### src/rtl/bus_rr_arbiter.sv
// Round-robin arbiter sharing a single bus between three requesters (pa, pb, pc).
// Each transaction runs Idle -> Issue -> Ack -> Release -> Idle, and every output is registered.
//
// Ports:
//   i_clock, i_reset         sole clock and synchronous active-high reset
//   i_X_* / o_X_*            requester side for X in {pa, pb, pc}: request, rw (1=write),
//                            address, wdata in; ready pulse and rdata out
//   o_bus_* / i_bus_*        shared bus: request, rw, address, wdata out; ready, rdata in
//   o_grant                  granted port (0=pa, 1=pb, 2=pc), or 3 while idle
//   o_timeout                one-cycle pulse when a transaction is aborted
//   o_fault                  sticky abort flag, cleared only by reset
module bus_rr_arbiter #(
  parameter int unsigned TIMEOUT = 1023
) (
  input  logic        i_clock,
  input  logic        i_reset,
  input  logic        i_pa_rw,
  input  logic        i_pa_request,
  output logic        o_pa_ready,
  input  logic [31:0] i_pa_address,
  output logic [31:0] o_pa_rdata,
  input  logic [31:0] i_pa_wdata,
  input  logic        i_pb_rw,
  input  logic        i_pb_request,
  output logic        o_pb_ready,
  input  logic [31:0] i_pb_address,
  output logic [31:0] o_pb_rdata,
  input  logic [31:0] i_pb_wdata,
  input  logic        i_pc_rw,
  input  logic        i_pc_request,
  output logic        o_pc_ready,
  input  logic [31:0] i_pc_address,
  output logic [31:0] o_pc_rdata,
  input  logic [31:0] i_pc_wdata,
  output logic        o_bus_rw,
  output logic        o_bus_request,
  input  logic        i_bus_ready,
  output logic [31:0] o_bus_address,
  input  logic [31:0] i_bus_rdata,
  output logic [31:0] o_bus_wdata,
  output logic [1:0]  o_grant,
  output logic        o_timeout,
  output logic        o_fault
);

  localparam int unsigned CntW = (TIMEOUT > 0) ? $clog2(TIMEOUT + 1) : 1;
  localparam logic [CntW-1:0] TimeoutVal = CntW'(TIMEOUT);

  typedef enum logic [1:0] {StIdle, StIssue, StAck, StRelease} state_e;

  state_e             state_q, state_d;
  logic [1:0]         grant_q, grant_d;
  logic [1:0]         ptr_q, ptr_d;
  logic [CntW-1:0]    cnt_q, cnt_d;
  logic               bus_req_q, bus_req_d;
  logic               bus_rw_q, bus_rw_d;
  logic [31:0]        bus_addr_q, bus_addr_d;
  logic [31:0]        bus_wdata_q, bus_wdata_d;
  logic [2:0]         ready_q, ready_d;
  logic [2:0][31:0]   rdata_q, rdata_d;
  logic               timeout_q, timeout_d;
  logic               fault_q, fault_d;

  logic [2:0]         req_vec;
  logic [2:0]         rw_vec;
  logic [2:0][31:0]   addr_vec;
  logic [2:0][31:0]   wdata_vec;
  logic [1:0]         pick;

  assign req_vec   = {i_pc_request, i_pb_request, i_pa_request};
  assign rw_vec    = {i_pc_rw, i_pb_rw, i_pa_rw};
  assign addr_vec  = {i_pc_address, i_pb_address, i_pa_address};
  assign wdata_vec = {i_pc_wdata, i_pb_wdata, i_pa_wdata};

  // First requesting port at or after the pointer, wrapping pc -> pa.
  always_comb begin
    logic [2:0] idx;
    logic       found;
    pick  = 2'd3;
    found = 1'b0;
    idx   = 3'd0;
    for (int unsigned i = 0; i < 3; i++) begin
      idx = {1'b0, ptr_q} + 3'(i);
      if (idx >= 3'd3) idx = idx - 3'd3;
      if (!found && req_vec[idx[1:0]]) begin
        pick  = idx[1:0];
        found = 1'b1;
      end
    end
  end

  always_comb begin
    state_d     = state_q;
    grant_d     = grant_q;
    ptr_d       = ptr_q;
    cnt_d       = cnt_q;
    bus_req_d   = bus_req_q;
    bus_rw_d    = bus_rw_q;
    bus_addr_d  = bus_addr_q;
    bus_wdata_d = bus_wdata_q;
    ready_d     = '0;
    rdata_d     = rdata_q;
    timeout_d   = 1'b0;
    fault_d     = fault_q;

    unique case (state_q)
      StIdle: begin
        if (|req_vec) begin
          grant_d     = pick;
          ptr_d       = (pick == 2'd2) ? 2'd0 : pick + 2'd1;
          bus_req_d   = 1'b1;
          bus_rw_d    = rw_vec[pick];
          bus_addr_d  = addr_vec[pick];
          bus_wdata_d = wdata_vec[pick];
          cnt_d       = '0;
          state_d     = StIssue;
        end
      end
      StIssue: begin
        // Ready takes precedence over a timeout expiring in the same cycle.
        if (i_bus_ready) begin
          bus_req_d        = 1'b0;
          ready_d[grant_q] = 1'b1;
          if (!bus_rw_q) rdata_d[grant_q] = i_bus_rdata;
          state_d          = StAck;
        end else if (TIMEOUT != 0 && cnt_q == TimeoutVal) begin
          bus_req_d        = 1'b0;
          ready_d[grant_q] = 1'b1;
          rdata_d[grant_q] = '0;
          timeout_d        = 1'b1;
          fault_d          = 1'b1;
          state_d          = StAck;
        end else if (TIMEOUT != 0) begin
          cnt_d = cnt_q + CntW'(1);
        end
      end
      StAck: begin
        state_d = StRelease;
      end
      StRelease: begin
        if (!req_vec[grant_q]) begin
          grant_d = 2'd3;
          state_d = StIdle;
        end
      end
      default: begin
        state_d = StIdle;
      end
    endcase
  end

  always_ff @(posedge i_clock) begin
    if (i_reset) begin
      state_q     <= StIdle;
      grant_q     <= 2'd3;
      ptr_q       <= 2'd0;
      cnt_q       <= '0;
      bus_req_q   <= 1'b0;
      bus_rw_q    <= 1'b0;
      bus_addr_q  <= '0;
      bus_wdata_q <= '0;
      ready_q     <= '0;
      rdata_q     <= '0;
      timeout_q   <= 1'b0;
      fault_q     <= 1'b0;
    end else begin
      state_q     <= state_d;
      grant_q     <= grant_d;
      ptr_q       <= ptr_d;
      cnt_q       <= cnt_d;
      bus_req_q   <= bus_req_d;
      bus_rw_q    <= bus_rw_d;
      bus_addr_q  <= bus_addr_d;
      bus_wdata_q <= bus_wdata_d;
      ready_q     <= ready_d;
      rdata_q     <= rdata_d;
      timeout_q   <= timeout_d;
      fault_q     <= fault_d;
    end
  end

  assign o_pa_ready    = ready_q[0];
  assign o_pb_ready    = ready_q[1];
  assign o_pc_ready    = ready_q[2];
  assign o_pa_rdata    = rdata_q[0];
  assign o_pb_rdata    = rdata_q[1];
  assign o_pc_rdata    = rdata_q[2];
  assign o_bus_request = bus_req_q;
  assign o_bus_rw      = bus_rw_q;
  assign o_bus_address = bus_addr_q;
  assign o_bus_wdata   = bus_wdata_q;
  assign o_grant       = grant_q;
  assign o_timeout     = timeout_q;
  assign o_fault       = fault_q;

endmodule
### config.mk
export PLATFORM = sky130hd
export DESIGN_NAME = bus_rr_arbiter
export DESIGN_NICKNAME = d
export VERILOG_FILES = /design/src/rtl/bus_rr_arbiter.sv
export SDC_FILE = /design/constraint.sdc
export NUM_CORES = 1
export LEC_CHECK = 0
export BUFFER_PORTS_ARGS = -buffer_cell sky130_fd_sc_hd__buf_2
export CAP_MARGIN = 30
export CORE_MARGIN = 3
export CORE_UTILIZATION = 25
export CTS_CLUSTER_SIZE = 16
export DETAILED_ROUTE_END_ITERATION = 7
export PLACE_DENSITY = 0.58
export SYNTH_ARGS = -nofsm -noshare
export SYNTH_HDL_FRONTEND = slang
export SYNTH_SLANG_ARGS = --single-unit
### constraint.sdc
create_clock -name i_clock -period 4.9 [get_ports i_clock]
set_input_delay 0 -clock i_clock [delete_from_list [all_inputs] [get_ports i_clock]]
set_output_delay 0 -clock i_clock [all_outputs]
set_load 0.02 [all_outputs]
==> results of run 1 <==
power by group through the flow:
stage	registers, mW	logic (mW)	clock network (mW)
after floorplan	2.39	1.10	0
after global placement	2.03	2.16	0
after detailed placement	2.04	2.21	0
after CTS	2.00	2.67	1.46
after global routing	2.04	2.89	1.52
final	2.00	2.70	1.42
final cells by class:
type	instances	area share, %
Inverter	74	2.183
Timing Repair Buffer	596	31.03
Tap cell	396	3.894
Multi-Input combinational cell	618	29.39
Sequential cell	183	28.79
Clock inverter	14	1.259
Antenna cell	4	0.07866
Clock buffer	18	3.373
worst paths after layout:
check / start / endpoint / slack [ns]
setup / recovery: ptr_q[0]$_SDFFE_PP0P_ / o_bus_address[15]$_SDFFE_PP0P_ / 0.91
hold reg to reg: o_pa_rdata[28]$_SDFFE_PP0P_ / o_pa_rdata[28]$_SDFFE_PP0P_ / 0.45
setup reg to reg: ptr_q[0]$_SDFFE_PP0P_ / o_bus_address[15]$_SDFFE_PP0P_ / 0.91
hold / removal: i_pc_request / o_bus_request$_SDFFE_PP0P_ / 0.05
layer usage:
layer / up-vias / part of all wire [%]
met5: - / 0.24
met4: 14 / 3.5
met3: 68 / 8.1
met2: 356 / 50
met1: 4267 / 38
li1: 4412 / -
sequential cells by signal, summed over array words and instances, names as in the netlist:
name and flops:
o_fault 1, o_bus_wdata 32, o_pa_rdata 32, ptr_q 2, o_pb_rdata 32, o_bus_address 32
o_bus_request 1, ready_q 3, o_pc_rdata 32, o_grant 2, o_timeout 1, cnt_q 10
state_q 2, o_bus_rw 1
critical path: cells and delay by family (launching register included):
kind                     cells  cell delay (ns)
AO/OA/AOI/OAI                3             0.81
multiplexers                 2             0.60
buffers and inverters        4             1.65
flip-flops                   1             0.38
adder cells (fa/ha/maj)      1             0.31
metrics by stage:
| step | power [mW] | std cells | util (%) | worst slack (ns) |
|---|---|---|---|---|
| 5_1_grt | 6.447 | 1900 | 40.93 | 0.7727 |
| 4_1_cts | 6.142 | 1899 | 40.92 | 1.011 |
| 3_5_place_dp | 4.248 | 1687 | 33.23 | 2.050 |
| 6_report | 6.128 | 1903 | 40.96 | 0.9088 |
| 3_3_place_gp | 4.193 | 1686 | 33.16 | 1.882 |
| 2_1_floorplan | 3.489 | 955 | - | 2.392 |
cells in the mapped netlist, drive strengths merged (2+ instances only):
cell type | n | area [um^2]
nor2 | 22 | 82.58
nor2b | 7 | 43.79
xnor2 | 9 | 78.83
nand3 | 106 | 530.5
and3 | 3 | 18.77
and2 | 3 | 18.77
a311oi | 2 | 23.77
dfxtp | 183 | 3664
o31ai | 2 | 15.01
a2111oi | 5 | 43.79
o21ai | 9 | 45.04
nor3 | 2 | 10.01
nand3b | 3 | 22.52
nand2b | 2 | 12.51
mux2i | 68 | 680.7
inv | 74 | 277.8
clkbuf | 55 | 206.5
nand4 | 2 | 12.51
mux2 | 2 | 26.27
nand2 | 169 | 634.4
nor4b | 2 | 17.52
ha | 10 | 125.1
o221ai | 65 | 569.3
a211oi | 7 | 52.55
a21oi | 100 | 500.5
buf | 25 | 151.4
repair_timing:
action / CTS / global route
hold buffers: 180 / 0
setup buffers: 0 / 0
hold endpoints to repair: 167 / 0
cell families (layout without fill, tap and decap cells):
kind of cell             after synthesis  count (layout)  share of synthesized area, %
XOR/XNOR                               9               9                        0.9824
buffers and inverters                154             702                         7.921
AO/OA/AOI/OAI                        202             202                         16.98
multiplexers                          70              70                         8.810
other                                  0               4                             0
flip-flops                           183             183                         45.66
adder cells (fa/ha/maj)               10              10                         1.559
AND/OR/NAND/NOR                      327             327                         18.09
==> metrics.md, run 1 <==
| Metric | Value |
|---|---|
| Clock buffer depth | `2` |
| Gr usage total | `18.53%` |
| Switching Power | `2.333 mW` |
| Crit-path slowest cell | `dlygate4sd3_1` |
| Most frequent cells in the layout | `buf_2 (400), dfxtp_1 (183), dlygate4sd3_1 (180)` |
| Worst-Skew Late Latency | `0.45 ns` |
| Met3 GRT Util | `6.540%` |
| #FFs+latches synth | `183` |
| Crit path cell chain | `inv_1 -> ha_1 -> mux2_4 -> a221o_1 -> a311oi_4 -> buf_12 -> mux2i_1 -> dlygate4sd3_1 -> o221ai_1 -> dlygate4sd3_1` |
| CP max stage delay | `0.60 ns` |
| Avg Inst Size Synth | `8.402 um^2` |
| Reg clk slew, reported paths | `0.08 ns` |
| # setup viols final | `0` |
| Vias | `9117` |
| Met1 usage | `19.82%` |
| Initial antenna violation count | `10` |
| CTS H-tree lvls | `4` |
| Routability cong. | `0.8362` |
| Core ar. | `31070 um^2` |
| Ys flop type | `dfxtp_1` |
| Result of the run | `finished, final reports clean` |
| Crit start category | `register` |
| Area grow syn2layout | `58.58%` |
| 1st-iter DRT viols | `530` |
| # DRC | `0` |
| CTS Root Cell | `clkbuf_16` |
| Hold Path Cell Cnt | `3` |
| Layout Skew | `0.009243 ns` |
| Fillers | `3167` |
| Area after DPL | `10320 um^2` |
| Min Tclk post-route | `3.991 ns` |
| Die width | `185.2 um` |
| DRT antenna net count | `0` |
| Design area | `12720 um^2` |
| Share of cells above drive strength 1 | `30.34%` |
| Synthesized cell area | `8024 um^2` |
| Fin. Hold Viols | `0` |
| Setup TNS | `0 ns` |
| Most common cell on crit path | `dlygate4sd3_1` |
| Reg power frac | `32.7%` |
| Power share of the clock group | `23.2%` |
| Worst-Margin Slew | `0.8768 ns` |
| Initial Util | `25.83%` |
| First-pass iteration count of the detailed router | `5` |
| Relative slew margins | `40.03%` |
| CP Class | `reg2reg` |
| Syn Nets | `1198` |
| Largest net degree at the start of global routing | `88` |
| Vias per cell | `4.791` |
| Worst path arrival time | `4.33 ns` |
| M2 GR Usage | `33.05%` |
| First-pass GRT wire length | `49.65 mm` |
| Hold slack | `0.04935 ns` |
| Routed length per instance | `17.37 um` |
| Post-synth EDFFs | `0` |
| Tcrit/Tclk final | `81.45%` |
| Comb pwr share | `44.1%` |
| Max-Cap Viols | `0` |
| Reg2reg path depth | `10` |
| Crit Path Max Fanout | `66` |
| HPWL after detailed placement | `22.82 mm` |
| Mapped Cells | `955` |
| Sw Ratio | `38.07%` |
| Synth cell types | `50` |
| VDD IR max | `0.3319 mV` |
| Crit end category | `register` |
| Clk sink count | `183` |
| Grt ovf | `0` |
| RSZ-0062 raised after global routing | `false` |
| TritonCTS clock tree | `yes` |
| P_leak | `5.973 nW` |
| Max Freq | `250.5 MHz` |
| Num CTS Buffers | `17` |
| Asr flop ratio synth | `0%` |
| IO Port Bufs | `401` |
| Gr busiest metal | `met2` |
| Area of the multi-input gates | `3740 um^2` |
| Slew Limit Fails | `0` |
| Final nets | `1733` |
| Hold Crit Class | `in2reg` |
| Critical path data required time | `5.24 ns` |
| Row count | `64` |
| Die height | `185.2 um` |
| Synth Warn # | `0` |
| Die area | `34280 um^2` |
| WL final | `33.05 mm` |
| Commonest non-fill, non-tap cell in the layout | `buf_2` |
| Register Area | `3664 um^2` |
| Cts repair resizes | `0` |
| Pint | `3.795 mW` |
| Vias in the first global route | `9178` |
| Sequential element share of the synthesized area | `45.66%` |
| P per Cell Area | `481.6 nW/um^2` |
| Ports | `402` |
Note: power is estimated with default switching activity, not from simulation.
==> inputs of run 2 (changes only) <==
--- a/config.mk
+++ b/config.mk
@@ -5,6 +5,7 @@
 export SDC_FILE = /design/constraint.sdc
 export NUM_CORES = 1
 export LEC_CHECK = 0
+export ABC_AREA = 1
 export BUFFER_PORTS_ARGS = -buffer_cell sky130_fd_sc_hd__buf_2
 export CAP_MARGIN = 30
 export CORE_MARGIN = 3
==> constraint.sdc (replaced) <==
create_clock -name i_clock -period 3.2 [get_ports i_clock]
set_input_delay 0 -clock i_clock [delete_from_list [all_inputs] [get_ports i_clock]]
set_output_delay 0 -clock i_clock [all_outputs]
set_load 0.02 [all_outputs]
==> run 2 against run 1 <==
Sequential share of layout area fell by 3.4 points. Highest routed layer unchanged. Die area rose by 22%. Clock power rose by 48%. Register-to-register slack got worse by 0.62 ns. Total power rose by 140%.
==> metrics.md, run 2 <==
| Metric | Value |
|---|---|
| Result of the run | `finished, final reports clean` |
| Clk sink count | `183 (unchanged)` |
| Initial antenna violation count | `4 (-6)` |
| P per Cell Area | `1019 nW/um^2 (+110%)` |
| IO Port Bufs | `401 (unchanged)` |
| Ys flop type | `dfxtp_1` |
| Fillers | `4147 (+31%)` |
| Hold Path Cell Cnt | `7 (+4)` |
| Sw Ratio | `49.29% (+11 points)` |
| Crit Path Max Fanout | `65 (-1.5%)` |
| HPWL after detailed placement | `26.79 mm (+17%)` |
| Buffers & Inverters on Critical Path | `5 (+1)` |
| Die width | `204.8 um (+11%)` |
| TritonCTS clock tree | `yes` |
| Synth area leader | `dfxtp_1` |
| Top cell type's share of synthesized area | `37.09% (-8.6 points)` |
| Synthesized cell area | `9878 um^2 (+23%)` |
| Core ar. | `38830 um^2 (+25%)` |
| Post-synth EDFFs | `0 (unchanged)` |
| Final WS setup | `0.2849 ns (-0.6238 ns)` |
| Asr flop ratio synth | `0% (unchanged)` |
| Ports | `402 (unchanged)` |
| Pint | `7.467 mW (+97%)` |
| Sequential element share of the synthesized area | `37.09% (-8.6 points)` |
| Worst reg2reg setup slack | `0.28 ns (-0.62 ns)` |
| CP Class | `reg2reg` |
| Hold EP | `o_bus_address[13]$_SDFFE_PP0P_` |
| Tcrit/Tclk final | `91.10% (+9.6 points)` |
| CTS Root Cell | `clkbuf_16` |
| RSZ-0062 raised after global routing | `false` |
| Switching Power | `7.258 mW (+210%)` |
| Crit-path slowest cell | `dlygate4sd3_1` |
| Design area | `14450 um^2 (+14%)` |
| CTS H-tree lvls | `4 (unchanged)` |
| Setup TNS | `0 ns (unchanged)` |
| Commonest non-fill, non-tap cell in the layout | `buf_2` |
| Dpl cells | `2379 (+41%)` |
| Crit start category | `register` |
| # setup viols final | `0 (unchanged)` |
| Die height | `204.8 um (+11%)` |
| Final Instance Count excl. Fillers | `2576 (+35%)` |
| Avg Inst Size Synth | `6.394 um^2 (-24%)` |
| Area grow syn2layout | `46.26%` |
| Top cells by count, synth | `inv_1 (348), nand2_1 (217), nand3_1 (211), nor2_1 (184), dfxtp_1 (183)` |
| Hold slack | `0.02423 ns (-0.02512 ns)` |
| # DRC | `0 (unchanged)` |
| Hold Crit Class | `in2reg` |
| Crit path cell chain | `inv_1 -> ha_1 -> inv_2 -> nand2_1 -> nand3_2 -> nand3_2 -> buf_4 -> nand4_1 -> nand3_1 -> nand3_1 -> dlygate4sd3_1 -> nand2_1 -> inv_1` |
| CP max stage delay | `0.59 ns (about the same)` |
| VDD IR max | `0.9788 mV (+190%)` |
| Max Freq | `343.0 MHz (+37%)` |
| #FFs+latches synth | `183 (unchanged)` |
| 1st-iter DRT viols | `784 (+48%)` |
| Clock buffer depth | `2 (unchanged)` |
| Routability cong. | `0.8927 (+6.8%)` |
| Vias in the first global route | `11.17k (+22%)` |
| Synth Warn # | `0 (unchanged)` |
| Max-Cap Viols | `0 (unchanged)` |
| HP Start | `i_pb_address[13]` |
| Worst-Margin Slew | `0.8782 ns (+0.001338 ns)` |
| WL final | `39.51 mm (+20%)` |
| Vias per cell | `4.552 (-5.0%)` |
| Relative slew margins | `41.46% (+1.4 points)` |
| Critical path data required time | `3.55 ns (-1.69 ns)` |
| Worst path arrival time | `3.26 ns (-1.07 ns)` |
| P_leak | `7.711 nW (+29%)` |
| Crit end category | `register` |
| Crit-path leading delay family | `buffers and inverters` |
| Initial Util | `25.44% (-0.38 points)` |
| Largest net degree at the start of global routing | `130 (+48%)` |
| Routed length per instance | `15.34 um (-12%)` |
| First-pass GRT wire length | `59.75 mm (+20%)` |
| Die area | `41930 um^2 (+22%)` |
| Reg clk slew, reported paths | `0.08 ns (about the same)` |
| Grt ovf | `0 (unchanged)` |
| Critical R2R Launch | `ptr_q[1]$_SDFFE_PP0P_` |
| Mapped Cells | `1545 (+62%)` |
| Vias | `11.73k (+29%)` |
| Most frequent cells in the layout | `buf_2 (401), inv_1 (348), nand2_1 (217)` |
| Cell with the most instances after synthesis | `inv_1` |
| Layout Skew | `0.01212 ns (+0.002878 ns)` |
| Synth cell types | `32 (-36%)` |
| Synth top area cells | `dfxtp_1 (37%), inv_1 (13%), nand3_1 (11%), nand2_1 (8.2%), nor2_1 (7.0%)` |
| Syn Nets | `1788 (+49%)` |
| Gr usage total | `17.95% (-0.59 points)` |
| Final nets | `2284 (+32%)` |
| DRT antenna net count | `0 (unchanged)` |
| Worst R2R End | `o_bus_address[16]$_SDFFE_PP0P_` |
| Slew Limit Fails | `0 (unchanged)` |
| Reg2reg path depth | `13 (+3)` |
| Reg power frac | `21.5% (-11 points)` |
| Tot Pwr | `14.73 mW (+140%)` |
| Fin util | `37.21% (-3.7 points)` |
| First-pass iteration count of the detailed router | `5 (unchanged)` |
| Num CTS Buffers | `17 (unchanged)` |
| Row count | `72 (+13%)` |
| Fin. Hold Viols | `0 (unchanged)` |
| Share of cells above drive strength 1 | `23.37% (-7.0 points)` |
| Power share of the clock group | `14.3% (-8.9 points)` |
| Min Tclk post-route | `2.915 ns (-1.076 ns)` |
| Comb pwr share | `64.2% (+20 points)` |
| Worst-Skew Late Latency | `0.45 ns (about the same)` |
| DP Worst Slack | `0.5275 ns (-1.523 ns)` |
| Area after DPL | `12230 um^2 (+18%)` |
## run 2: changes by cell type after synthesis, sizes merged, moves of 31 or more
cell and delta:
nand3 +109, inv +279, o221ai -65, nor2 +163, mux2i -68, buf +38
a211oi +31, o21ai +60, nand2 +52, nand4 +69
## run 2: timing repair
action / CTS / global route
endpoints found under the hold margin: 145 / 0
gates resized for setup: 0 / 11
endpoints found under the setup margin: 0 / 56
hold buffers: 157 / 0
buffers inserted: 0 / 4
## run 2: power by group through the flow
stage                     combinational (mW)  clock [mW]  sequential [mW]
after global placement                  8.01           0             3.19
after detailed placement                8.07           0             3.22
final                                   9.46        2.10             3.17
after floorplan                         5.24           0             3.82
after CTS                               9.24        2.17             3.17
after global routing                    10.4        2.25             3.23
## run 2: cell families after synthesis
kind of cell / count (synthesis) / share of synthesized area [%]
xor+xnor: 6 / 0.5320
fa+ha+maj: 10 / 1.267
flops: 183 / 37.09
simple gates: 700 / 31.82
buf+inv: 460 / 18.82
compound gates: 186 / 10.48
## run 2: how the worst max path moves through the flow
stage / startpoint / cells past startpoint / slack, ns / endpoint
finish: ptr_q[1]$_SDFFE_PP0P_ / 13 / 0.28 / o_bus_address[16]$_SDFFE_PP0P_
global route: ptr_q[0]$_SDFFE_PP0P_ / 15 / 0.04 / o_bus_wdata[0]$_SDFFE_PP0P_
CTS: ptr_q[0]$_SDFFE_PP0P_ / 15 / 0.02 / o_bus_wdata[23]$_SDFFE_PP0P_
detailed placement: ptr_q[0]$_SDFFE_PP0P_ / 14 / 0.53 / o_bus_address[5]$_SDFFE_PP0P_
global placement: ptr_q[0]$_SDFFE_PP0P_ / 14 / 0.56 / o_bus_address[5]$_SDFFE_PP0P_
floorplan: ptr_q[0]$_SDFFE_PP0P_ / 16 / 1.20 / o_bus_address[12]$_SDFFE_PP0P_
## run 2: per-layer routing
layer	vias to the layer above	part of all wire (%)	global-route usage, %
met5	-	0.053	0
met4	4	4.0	7.766
met3	108	6.5	4.116
met2	431	47	29.96
met1	5364	42	22.13
li1	5819	-	-
## run 2: area by class of cell
| class | count | area (um^2) | share of cell area, % |
|---|---|---|---|
| clock inverters | 14 | 132.6 | 0.9180 |
| multi-input cells | 902 | 4400 | 30.46 |
| inverters | 354 | 1329 | 9.197 |
| clock buffers | 18 | 429.2 | 2.970 |
| flip-flops and latches | 183 | 3664 | 25.36 |
| repair buffers | 583 | 3835 | 26.54 |
| well taps | 518 | 648.1 | 4.486 |
| diodes | 4 | 10.01 | 0.06928 |
## run 2: worst reg2reg max path, delay by kind of cell, from the launching register on
family | cells | cell delay (ns)
buf+inv | 5 | 1.39
fa+ha+maj | 1 | 0.25
flops | 1 | 0.34
simple gates | 7 | 0.84
==> inputs of run 3 (changes only) <==
--- a/config.mk
+++ b/config.mk
@@ -8,7 +8,6 @@
 export ABC_AREA = 1
 export BUFFER_PORTS_ARGS = -buffer_cell sky130_fd_sc_hd__buf_2
 export CAP_MARGIN = 30
-export CORE_MARGIN = 3
 export CORE_UTILIZATION = 25
 export CTS_CLUSTER_SIZE = 16
 export DETAILED_ROUTE_END_ITERATION = 7
==> run 3 against run 2 <==
Register-to-register slack got worse by 0.11 ns. First-iteration DRC count shrank 17%. Sequential share of layout area decreased by 0.064 points. Non-clock buffer count grew 1. Sequential cell count did not move. Worst hold slack worse by 0.0033 ns. Sequential power about the same. Die area decreased by 3.9%. Count of clock-buffer cells in the layout unchanged. Via count fell by 1.2%. Largest cell class unchanged. Highest routed layer is now met4.
==> metrics.md, run 3 (synthesis gave the netlist of run 2 again) <==
| Metric | Value |
|---|---|
| Worst-Margin Slew | `0.7946 ns (-0.08358 ns)` |
| 1st-iter DRT viols | `653 (-17%)` |
| Hold slack | `0.02097 ns (-0.003261 ns)` |
| # setup viols final | `0 (unchanged)` |
| Layout Skew | `0.01631 ns (+0.004189 ns)` |
| Critical R2R Launch | `ptr_q[0]$_SDFFE_PP0P_` |
| Num CTS Buffers | `17 (unchanged)` |
| Setup TNS | `0 ns (unchanged)` |
| IO Port Bufs | `401 (unchanged)` |
| Share of cells above drive strength 1 | `23.16% (-0.21 points)` |
| Gr usage total | `18.16% (+0.21 points)` |
| Hold Crit Class | `in2reg` |
| Initial antenna violation count | `5 (+1)` |
| Clock buffer depth | `2 (unchanged)` |
| Area after DPL | `12260 um^2 (+0.20%)` |
| VDD IR max | `1.336 mV (+36%)` |
| DRT antenna net count | `0 (unchanged)` |
| Worst path arrival time | `3.38 ns (+0.12 ns)` |
| Vias in the first global route | `11.06k (-0.98%)` |
| RSZ-0062 raised after global routing | `false` |
| Final WS setup | `0.1751 ns (-0.1098 ns)` |
| Commonest non-fill, non-tap cell in the layout | `buf_2` |
| Setup Buffers After CTS | `0 (unchanged)` |
| # DRC | `0 (unchanged)` |
| Max Freq | `330.6 MHz (-3.6%)` |
| Dpl cells | `2379 (unchanged)` |
| Relative slew margins | `47.03% (+5.6 points)` |
| Crit start category | `register` |
| DP Worst Slack | `0.5847 ns (+0.05712 ns)` |
| Final nets | `2285 (+0.044%)` |
| P_leak | `7.710 nW (about the same)` |
| Routed length per instance | `14.62 um (-4.7%)` |
| Core ar. | `38830 um^2 (unchanged)` |
| First-pass iteration count of the detailed router | `7 (+2)` |
| Clk sink count | `183 (unchanged)` |
| HPWL after detailed placement | `25.38 mm (-5.3%)` |
| Max-Cap Viols | `0 (unchanged)` |
| Initial Util | `25.44% (unchanged)` |
| TritonCTS clock tree | `yes` |
| Fin. Hold Viols | `0 (unchanged)` |
| CTS Root Cell | `clkbuf_16` |
| CTS H-tree lvls | `4 (unchanged)` |
| Area grow syn2layout | `46.62%` |
| Reg clk slew, reported paths | `0.07 ns (about the same)` |
| Design area | `14480 um^2 (+0.25%)` |
| Tot Pwr | `14.81 mW (+0.57%)` |
| First-pass GRT wire length | `58.28 mm (-2.5%)` |
| Crit Path Max Fanout | `47 (-28%)` |
| Fin util | `37.30% (+0.093 points)` |
| CP Launch Point | `ptr_q[0]$_SDFFE_PP0P_` |
| Ports | `402 (unchanged)` |
| P per Cell Area | `1022 nW/um^2 (+0.32%)` |
| Grt ovf | `0 (unchanged)` |
| Largest net degree at the start of global routing | `83 (-36%)` |
| Crit end category | `register` |
| Die height | `200.8 um (-2.0%)` |
| Slew Limit Fails | `0 (unchanged)` |
| Final Instance Count excl. Fillers | `2578 (+0.078%)` |
| Most frequent cells in the layout | `buf_2 (400), inv_1 (348), nand2_1 (217)` |
| Result of the run | `finished, final reports clean` |
| Die area | `40310 um^2 (-3.9%)` |
| Worst-Skew Late Latency | `0.45 ns (about the same)` |
| Vias | `11.59k (-1.2%)` |
| Tcrit/Tclk final | `94.53% (+3.4 points)` |
| Routability cong. | `0.9188 (+2.9%)` |
| Row count | `72 (unchanged)` |
| WL final | `37.70 mm (-4.6%)` |
| HP Start | `i_bus_rdata[19]` |
| Min Tclk post-route | `3.025 ns (+0.1098 ns)` |
| Die width | `200.8 um (-2.0%)` |
| CP Class | `reg2reg` |
| Critical path data required time | `3.55 ns (about the same)` |
| Vias per cell | `4.494 (-1.3%)` |
==> run 3: cell types whose count changed in the layout (fill, tap and decap cells not counted), sizes merged <==
cell	delta
buf	-4
dlygate4sd3	+4
clkinvlp	+2
clkbuf	+1
clkinv	-1
diode	+1
inv	-1
==> run 3: worst paths after layout <==
| path | cells after the start | to | slack, ns |
|---|---|---|---|
| max | 15 | o_bus_address[0]$_SDFFE_PP0P_ | 0.18 |
| min | 5 | o_pb_rdata[19]$_SDFFE_PP0P_ | 0.02 |
| max reg2reg | 15 | o_bus_address[0]$_SDFFE_PP0P_ | 0.18 |
| min reg2reg | 2 | o_pc_rdata[15]$_SDFFE_PP0P_ | 0.44 |
==> run 3: area by class of cell <==
class	instances	area, um^2
Antenna cell	5	12.51
Clock inverter	14	135.1
Sequential cell	183	3664
Clock buffer	18	429.2
Fill cell	4187	24340
Timing Repair Buffer	584	3881
Tap cell	518	648.1
Multi-Input combinational cell	902	4385
Inverter	354	1329
==> run 3: per-layer routing <==
metal  GRT usage, %  part of all wire, %
met5              0                    0
met4          7.988                  2.9
met3          4.594                  6.4
met2          30.46                   48
met1          21.87                   43
==> run 3: report_power, final <==
group / total, mW / internal, mW / switching, mW / leakage (nW)
Clock: 2.08 / 1.03 / 1.05 / 0.273
Combinational: 9.57 / 3.67 / 5.90 / 5.94
Sequential: 3.15 / 2.85 / 0.300 / 1.49
==> run 3: worst max-delay path, cell delays in order, from the launching register on <==
cell and delay, ns:
dfxtp_1 0.37, inv_1 0.09, ha_1 0.39, inv_2 0.11, nand2_1 0.07, nand2_1 0.06, a21oi_1 0.22, nand3_2 0.13
nand3_2 0.11, buf_6 0.37, nand2_1 0.14, nand3_1 0.10, nand3_1 0.07, dlygate4sd3_1 0.58, nand2_1 0.06, inv_1 0.03
==> run 3: timing repair <==
item	in CTS	in global routing
hold endpoints to repair	151	0
hold buffers	161	0
gates resized for setup	0	5
setup endpoints to repair	0	64
